[src/rtl/decoder_pkg.sv]
// Shared types for the one-hot decoder pipeline: FSM state, result layout, counter width.
// Latency: n/a (types and constants only).
// Backpressure: n/a.
package decoder_pkg;

  localparam int ERR_CNT_W   = 16;
  // Widest legal output count (IN_W = 8); result words are laid out at this width.
  localparam int DEC_MAX_OUT = 256;

  typedef enum logic [1:0] {
    EMPTY = 2'd0,
    ONE   = 2'd1,
    FULL  = 2'd2
  } decoder_state_e;

  // Decoded result in its widest form; narrower configurations use y[NUM_OUT-1:0].
  typedef struct packed {
    logic [DEC_MAX_OUT-1:0] y;
    logic                   err;
  } decoder_result_t;

endpackage

[src/rtl/decoder_onehot_core.sv]
// Combinational binary-to-one-hot decode with polarity and out-of-range flag.
// Latency: 0 cycles (purely combinational).
// Backpressure: none; output follows code_i directly.
//
// Ports:
//   code_i  binary code to decode
//   y_o     decoded word; selected bit active, all others inactive (ACTIVE_LOW inverts)
//   err_o   1 when code_i >= NUM_OUT (y_o is then all inactive)
module decoder_onehot_core #(
  parameter int IN_W       = 3,
  parameter int NUM_OUT    = 8,
  parameter int ACTIVE_LOW = 0
) (
  input  logic [IN_W-1:0]    code_i,
  output logic [NUM_OUT-1:0] y_o,
  output logic               err_o
);

  logic [NUM_OUT-1:0] hot;

  always_comb begin
    hot   = '0;
    err_o = 1'b1;
    // A code with no matching output leaves hot at zero and err set.
    for (int i = 0; i < NUM_OUT; i++) begin
      if (code_i == IN_W'(i)) begin
        hot[i] = 1'b1;
        err_o  = 1'b0;
      end
    end
    y_o = (ACTIVE_LOW != 0) ? ~hot : hot;
  end

endmodule

[src/rtl/decoder_onehot_pipe.sv]
// Registered binary-to-one-hot decoder with a 2-entry skid buffer and valid/ready on both sides.
// Latency: 1 cycle from input transfer to y_o/err_o; 1 result per cycle sustained.
// Backpressure: in_ready_o is registered; one extra code is absorbed in the skid slot after a stall.
//
// Ports:
//   clk_i, rst_i                 clock, synchronous active-high reset
//   in_valid_i/in_ready_o, d_i   input handshake and binary code
//   out_valid_o/out_ready_i      output handshake
//   y_o, err_o                   decoded word (polarity per ACTIVE_LOW) and out-of-range flag
//   err_cnt_o                    saturating count of erroring output transfers
//                                (present only when DECODER_ERR_CNT_EN is defined)
module decoder_onehot_pipe
  import decoder_pkg::*;
#(
  parameter int IN_W       = 3,
  parameter int NUM_OUT    = 8,
  parameter int ACTIVE_LOW = 0
) (
  input  logic                 clk_i,
  input  logic                 rst_i,
  input  logic                 in_valid_i,
  output logic                 in_ready_o,
  input  logic [IN_W-1:0]      d_i,
  output logic                 out_valid_o,
  input  logic                 out_ready_i,
  output logic [NUM_OUT-1:0]   y_o,
  output logic                 err_o
`ifdef DECODER_ERR_CNT_EN
  ,
  output logic [ERR_CNT_W-1:0] err_cnt_o
`endif
);

  localparam logic [NUM_OUT-1:0] IDLE_Y = {NUM_OUT{ACTIVE_LOW != 0}};

  decoder_state_e     state_q, state_d;
  logic [NUM_OUT-1:0] main_y_q, main_y_d;
  logic               main_err_q, main_err_d;
  logic [NUM_OUT-1:0] skid_y_q, skid_y_d;
  logic               skid_err_q, skid_err_d;
  logic               in_rdy_q, in_rdy_d;
  logic               out_vld_q, out_vld_d;

  logic [NUM_OUT-1:0] dec_y;
  logic               dec_err;
  logic               in_xfer;
  logic               out_xfer;

  decoder_onehot_core #(
    .IN_W       (IN_W),
    .NUM_OUT    (NUM_OUT),
    .ACTIVE_LOW (ACTIVE_LOW)
  ) u_core (
    .code_i (d_i),
    .y_o    (dec_y),
    .err_o  (dec_err)
  );

  assign in_xfer  = in_valid_i && in_rdy_q;
  assign out_xfer = out_vld_q && out_ready_i;

  always_comb begin
    state_d    = state_q;
    main_y_d   = main_y_q;
    main_err_d = main_err_q;
    skid_y_d   = skid_y_q;
    skid_err_d = skid_err_q;
    case (state_q)
      EMPTY: begin
        if (in_xfer) begin
          main_y_d   = dec_y;
          main_err_d = dec_err;
          state_d    = ONE;
        end
      end
      ONE: begin
        if (in_xfer && !out_xfer) begin
          // Consumer stalled: park the new result behind the one on the output.
          skid_y_d   = dec_y;
          skid_err_d = dec_err;
          state_d    = FULL;
        end else if (in_xfer && out_xfer) begin
          main_y_d   = dec_y;
          main_err_d = dec_err;
        end else if (out_xfer) begin
          state_d    = EMPTY;
        end
      end
      FULL: begin
        if (out_xfer) begin
          main_y_d   = skid_y_q;
          main_err_d = skid_err_q;
          state_d    = ONE;
        end
      end
      default: state_d = EMPTY;
    endcase
    // Handshake outputs are registered from the next state so neither
    // depends combinationally on out_ready_i.
    in_rdy_d  = (state_d != FULL);
    out_vld_d = (state_d != EMPTY);
  end

  always_ff @(posedge clk_i) begin
    if (rst_i) begin
      state_q    <= EMPTY;
      main_y_q   <= IDLE_Y;
      main_err_q <= 1'b0;
      skid_y_q   <= IDLE_Y;
      skid_err_q <= 1'b0;
      in_rdy_q   <= 1'b1;
      out_vld_q  <= 1'b0;
    end else begin
      state_q    <= state_d;
      main_y_q   <= main_y_d;
      main_err_q <= main_err_d;
      skid_y_q   <= skid_y_d;
      skid_err_q <= skid_err_d;
      in_rdy_q   <= in_rdy_d;
      out_vld_q  <= out_vld_d;
    end
  end

  assign in_ready_o  = in_rdy_q;
  assign out_valid_o = out_vld_q;
  assign y_o         = main_y_q;
  assign err_o       = main_err_q;

`ifdef DECODER_ERR_CNT_EN
  logic [ERR_CNT_W-1:0] err_cnt_q, err_cnt_d;

  always_comb begin
    err_cnt_d = err_cnt_q;
    // Saturate rather than wrap so a flood of bad codes stays visible.
    if (out_xfer && main_err_q && (err_cnt_q != {ERR_CNT_W{1'b1}})) begin
      err_cnt_d = err_cnt_q + ERR_CNT_W'(1);
    end
  end

  always_ff @(posedge clk_i) begin
    if (rst_i) begin
      err_cnt_q <= '0;
    end else begin
      err_cnt_q <= err_cnt_d;
    end
  end

  assign err_cnt_o = err_cnt_q;
`endif

endmodule

[config.mk]
export PLATFORM = sky130hd
export DESIGN_NAME = decoder_onehot_pipe
export DESIGN_NICKNAME = d
export VERILOG_FILES = /design/src/rtl/decoder_pkg.sv /design/src/rtl/decoder_onehot_core.sv /design/src/rtl/decoder_onehot_pipe.sv
export SDC_FILE = /design/constraint.sdc
export NUM_CORES = 1
export LEC_CHECK = 0
export BUFFER_PORTS_ARGS = -buffer_cell sky130_fd_sc_hd__buf_2
export CORE_UTILIZATION = 42
export DETAILED_ROUTE_END_ITERATION = 10
export GPL_TIMING_DRIVEN = 0
export SLEW_MARGIN = 25
export SYNTH_ARGS = -nofsm -noshare
export SYNTH_HDL_FRONTEND = slang
export SYNTH_SLANG_ARGS = --single-unit
[constraint.sdc]
create_clock -name clk_i -period 2.25 [get_ports clk_i]
set_input_delay 0.45 -clock clk_i [delete_from_list [all_inputs] [get_ports clk_i]]
set_output_delay 0.45 -clock clk_i [all_outputs]
set_load 0.01 [all_outputs]
# Word-level counts from Yosys, hierarchy flattened
# Cells that the tools add are included.
# word_totals
register_bits	22
latch_bits	0
ramBits	0
rom_bits	0
out_inout_bits	11
elab_cells	64
n_memories	0
# classes
addsub	0
multipliers	0
div	0
n_lt_le_gt_ge	0
n_eq_ne	14
shift	0
n_mux	32
bitwise	0
n_reduce_logical	11
# ops
op	count
$mux W8	4
$pmux W8 S3	1
$mux W1	20
$eq A3 B3 Y1 const B	4
$mux W2	5
$ne A2 B2 Y1 const B	5
$eq A3 B2 Y1 const B	2
$pmux W2 S3	1
$reduce_and A5 Y1	1
$logic_and A1 B1 Y1	4
$eq A3 B1 Y1 const B	1
$logic_not A3 Y1	1
$pmux W1 S3	1
$reduce_bool A3 Y1	1
$eq A2 B1 Y1 const B	1
$eq A2 B2 Y1 const B	1
$logic_not A2 Y1	1
$reduce_and A2 Y1	1
$reduce_bool A2 Y1	1
$logic_not A1 Y1	1

# Depth between registers and ports, before layout
# depth
ltp_word	12
mapped_depth	6
mapped_depth_nobuf	3

# By module
# A second synthesis with hierarchy kept.
# hier_totals
hier_cells	114
hier_area_um2	1093.5
# modules_own_cells
mod	n_inst	cells_per_inst	area_per_inst_um2	seq_area_each_um2
decoder_onehot_pipe	1	104	1017.2	440.4
decoder_onehot_core	1	10	76.3	0.0

# Worst setup path before layout
# Ideal clock, no wire load.
# synth_path
kind	input to register
start	input port in_valid_i
end	register main_y_q[4], in the netlist y_o[4]
setup_time_ns	0.137
arrival_time_ns	1.124
setup_slack_ns	0.990
path_stages	5
path_buffers	2
cell_sequence	and3b_1 buf_6 buf_6 a211oi_2 a211oi_1
# synth_via
elab_chain_len	4
word_cells_on_any_way	7
# synth_rtl
item	line	text
start: declaration	decoder_onehot_pipe.sv:21	input logic in_valid_i,
$logic_and A1 B1 Y1 *	decoder_onehot_pipe.sv:59	assign in_xfer = in_valid_i && in_rdy_q;
$logic_and A1 B1 Y1, on equally long branches	decoder_onehot_pipe.sv:82, decoder_onehot_pipe.sv:77	
$ne A2 B2 Y1 (no source line)	n/a	
$reduce_and A5 Y1 (no source line) *	n/a	
end signal: assignment	decoder_onehot_pipe.sv:115	main_y_q <= main_y_d;
end: declaration	decoder_onehot_pipe.sv:37	logic [NUM_OUT-1:0] main_y_q, main_y_d;
# Every way passes the cells marked *; elsewhere a longest branch is shown, timed or not.
# A chain may end at the register's enable or synchronous reset.

# Worst setup path after layout
# layout_path
start	register state_q[1]
end	register main_y_q[6], in the netlist y_o[6]
# layout_via
elab_chain_len	3
word_cells_on_any_way	10
# layout_rtl
item	line	text
start: declaration	decoder_onehot_pipe.sv:36	decoder_state_e state_q, state_d;
start signal: assignment	decoder_onehot_pipe.sv:114	state_q <= state_d;
$eq A2 B1 Y1, or another cell as far along	decoder_onehot_pipe.sv:68	case (state_q)
$ne A2 B2 Y1 (no source line) / $reduce_bool A3 Y1 (equally long branches)	n/a	
$reduce_and A5 Y1 (no source line)	n/a	
# Several ways; a longest one is shown, not always the timed one.

==> results.md <==
* Status: completed
* Gpl congestion at 0.765
* VDD IR max at 0.352 mV
* P_leak at 0.000526 uW
* Area after DPL at 1220 um^2
* Worst path max stage delay at 0.41 ns
* Setup TNS at 0 ns
* Clock Path Buffers at 2
* Worst-Margin Slew at 0.450 ns
* Filler Cells Inserted at 245
* Clk slew on worst S/H paths at 0.11 ns
* Post-Synthesis Net Count at 120
* Worst hold path class: input pin to register
* Ratio of cells with drive above 1 in the final layout at 26.3%
* Fin crit share at 64.9%
* Critical Path Sink Type: register
* Setup WS post-layout at 0.789 ns
* Setup CP Type: register to register
* Initial antenna violation count at 0
* Grt ovf at 0
* Synthesized area at 1100 um^2
* Finished Cell Area at 1240 um^2
* Initial DRC count at 20
* Largest family of logic cells by synthesized area: compound AO/OA/AOI/OAI gates
* Final #Nets at 142
* Mux cell area share after synthesis at 7.30%
* Count leader, synth: dfxtp_1
* Gr usage total at 19.4%
* Most common flop cell mapped by yosys: dfxtp_1
* Core area at 2480 um^2
* Setup-failing EPs final at 0
* Clock skew at 0.00997 ns
* Max-slew violation count at 0
* Synth-to-Final Area Change at 13.2%
* Family with the most delay on the worst path: compound AO/OA/AOI/OAI gates
* Antenna diodes at 0
* Syn_area_per_cell at 9.71 um^2
* Hold_buf cts at 0
* Syn Inst Count at 113
* First-pass GRT wire length at 3860 um
* Drt pass-1 iters at 4
* Yosys synthesis warning count at 0
* Clk_lat worst skew at 0.31 ns
* Effective utilization at floorplan at 44.3%
* Largest net degree at the start of global routing at 12
* ANT nets after route at 0
* Post-DR wirelength/cell at 15.1 um
* Row cnt at 18
* Slew margin rel. at 70.0%
* Total wire length at 2470 um
* Hold Fails Final Rpt at 0
* Unique masters post-synth at 27
* CP Cell Sequence: nand3b_1 -> o22ai_2 -> a211oi_1
* Synth Area in XOR/XNOR at 0%
* Clk sinks at 22
* I/O Buffers at 17
* Top-area cell type share of the netlist area at 40.1%
* FF+latch count, synth at 22
* Buffers and inverters on the worst path at 0
* CTS tree: built
* Final Critical Period at 1.46 ns
* Post-CTS Setup Inserts at 0
* Die Height at 53.1 um
* Synth Area in Compound Gates at 28.2%
* Fmax at 684 MHz
* CP Data Arrival Time at 1.64 ns
* Adder-Cell Fraction of Synth Area at 0%
* CP startpoint kind: register
* R2r setup slk at 0.79 ns
* Die footprint at 2820 um^2
* Vias at 973
* Vias in the first global route at 790
* Post-CTS Resized at 0
* Hpwl dp at 1650 um
* Max-cap viol count at 0
* I/O Pins at 18
* Unrepaired setup endpoints after global routing: no
* Simple-gate share of the synthesized area at 16.2%
* Final core occ at 50.2%
* Synth area leaders: dfxtp_1 (40%), a211oi_1 (10%), mux2i_1 (7.3%)
* Post-synth top cells: dfxtp_1 (22), a211oi_1 (15), a21oi_1 (11), o21ai_0 (11), nand3_1 (9)
* DRC Markers at 0
* Die W at 53.1 um
* CP Max Fanout at 9
* Vias per cell at 5.97
* TritonCTS buffer count at 3
* Crit-path slowest cell: dfxtp_1
* Post-synth EDFFs at 0
* Post-synth top area cell: dfxtp_1
* Pre-CTS WS at 0.690 ns
* Pwr dens at 663 nW/um^2
* Async set-reset flop share out of synthesis at 0%
* Critical Path RT at 2.43 ns
* CTS H-Tree Depth at 1
* Root buf cell: clkbuf_4
* Seq/Total Area, Yosys at 40.1%
==> power breakdown <==
part | leakage, uW | switching, uW | internal (uW)
clock | 0.0000138 | 116 | 62.6
combinational | 0.000333 | 114 | 95.2
sequential | 0.000180 | 19.2 | 417
==> cells in the final DEF, fill, tap and decap left out, types with 3 or more instances in the layout <==
cell type,Yosys,routed
and3b_1,4,4
nand3_1,9,9
buf_6,5,5
mux2i_1,8,8
clkbuf_4,0,3
dfxtp_1,22,22
buf_2,3,20
nor3b_1,3,3
a21oi_1,11,11
o21ai_0,11,11
a211oi_1,15,15
==> worst register-to-register path: cells and delay by family, from the launching register on <==
family,cells,cell delay (ns)
AO/OA/AOI/OAI,2,0.54
flip-flops,1,0.41
AND/OR/NAND/NOR,1,0.39
==> path summary, 6_finish.rpt <==
path,start,endpoint,cells past startpoint
max,state_q[1],y_o[6],3
min,rst_i,skid_err_q,3
max reg2reg,state_q[1],y_o[6],3
min reg2reg,skid_err_q,skid_err_q,2
==> cell families (layout without fill, tap and decap cells) <==
logic type             Yosys count  after routing
flip-flops                      22             22
AO/OA/AOI/OAI                   46             46
AND/OR/NAND/NOR                 27             27
buffers and inverters           10             30
multiplexers                     8              8
==> registers in the layout (all words and copies together), names as in the netlist <==
name and cells:
err_o 1, in_ready_o 1, out_valid_o 1, skid_err_q 1, skid_y_q 8, state_q 2
y_o 8
==> per-stage QoR <==
step                power [uW]  hold slack (ns)  cells
floorplan                  590            0.422    113
global placement           651            0.442    160
detailed placement         654            0.450    160
CTS                        829            0.413    163
global route               865            0.431    163
finish                     823            0.423    163
==> per-layer routing <==
metal	global-route usage (%)	vias to the layer above	part of all wire, %
met1	27.4	461	49
met4	9.21	0	1.9
met5	0	-	0
met3	2.59	5	4.6
met2	28.7	34	45
li1	-	473	-
==> final cells by class <==
cell class	instances	area, um^2	share of cell area [%]
plain buffers	10	90.1	7.25
clock buffers	3	22.5	1.81
multi-input cells	81	567	45.6
flip-flops and latches	22	440	35.4
well taps	30	37.5	3.02
repair buffers	17	85.1	6.85
Note: power is estimated with default switching activity, not from simulation.
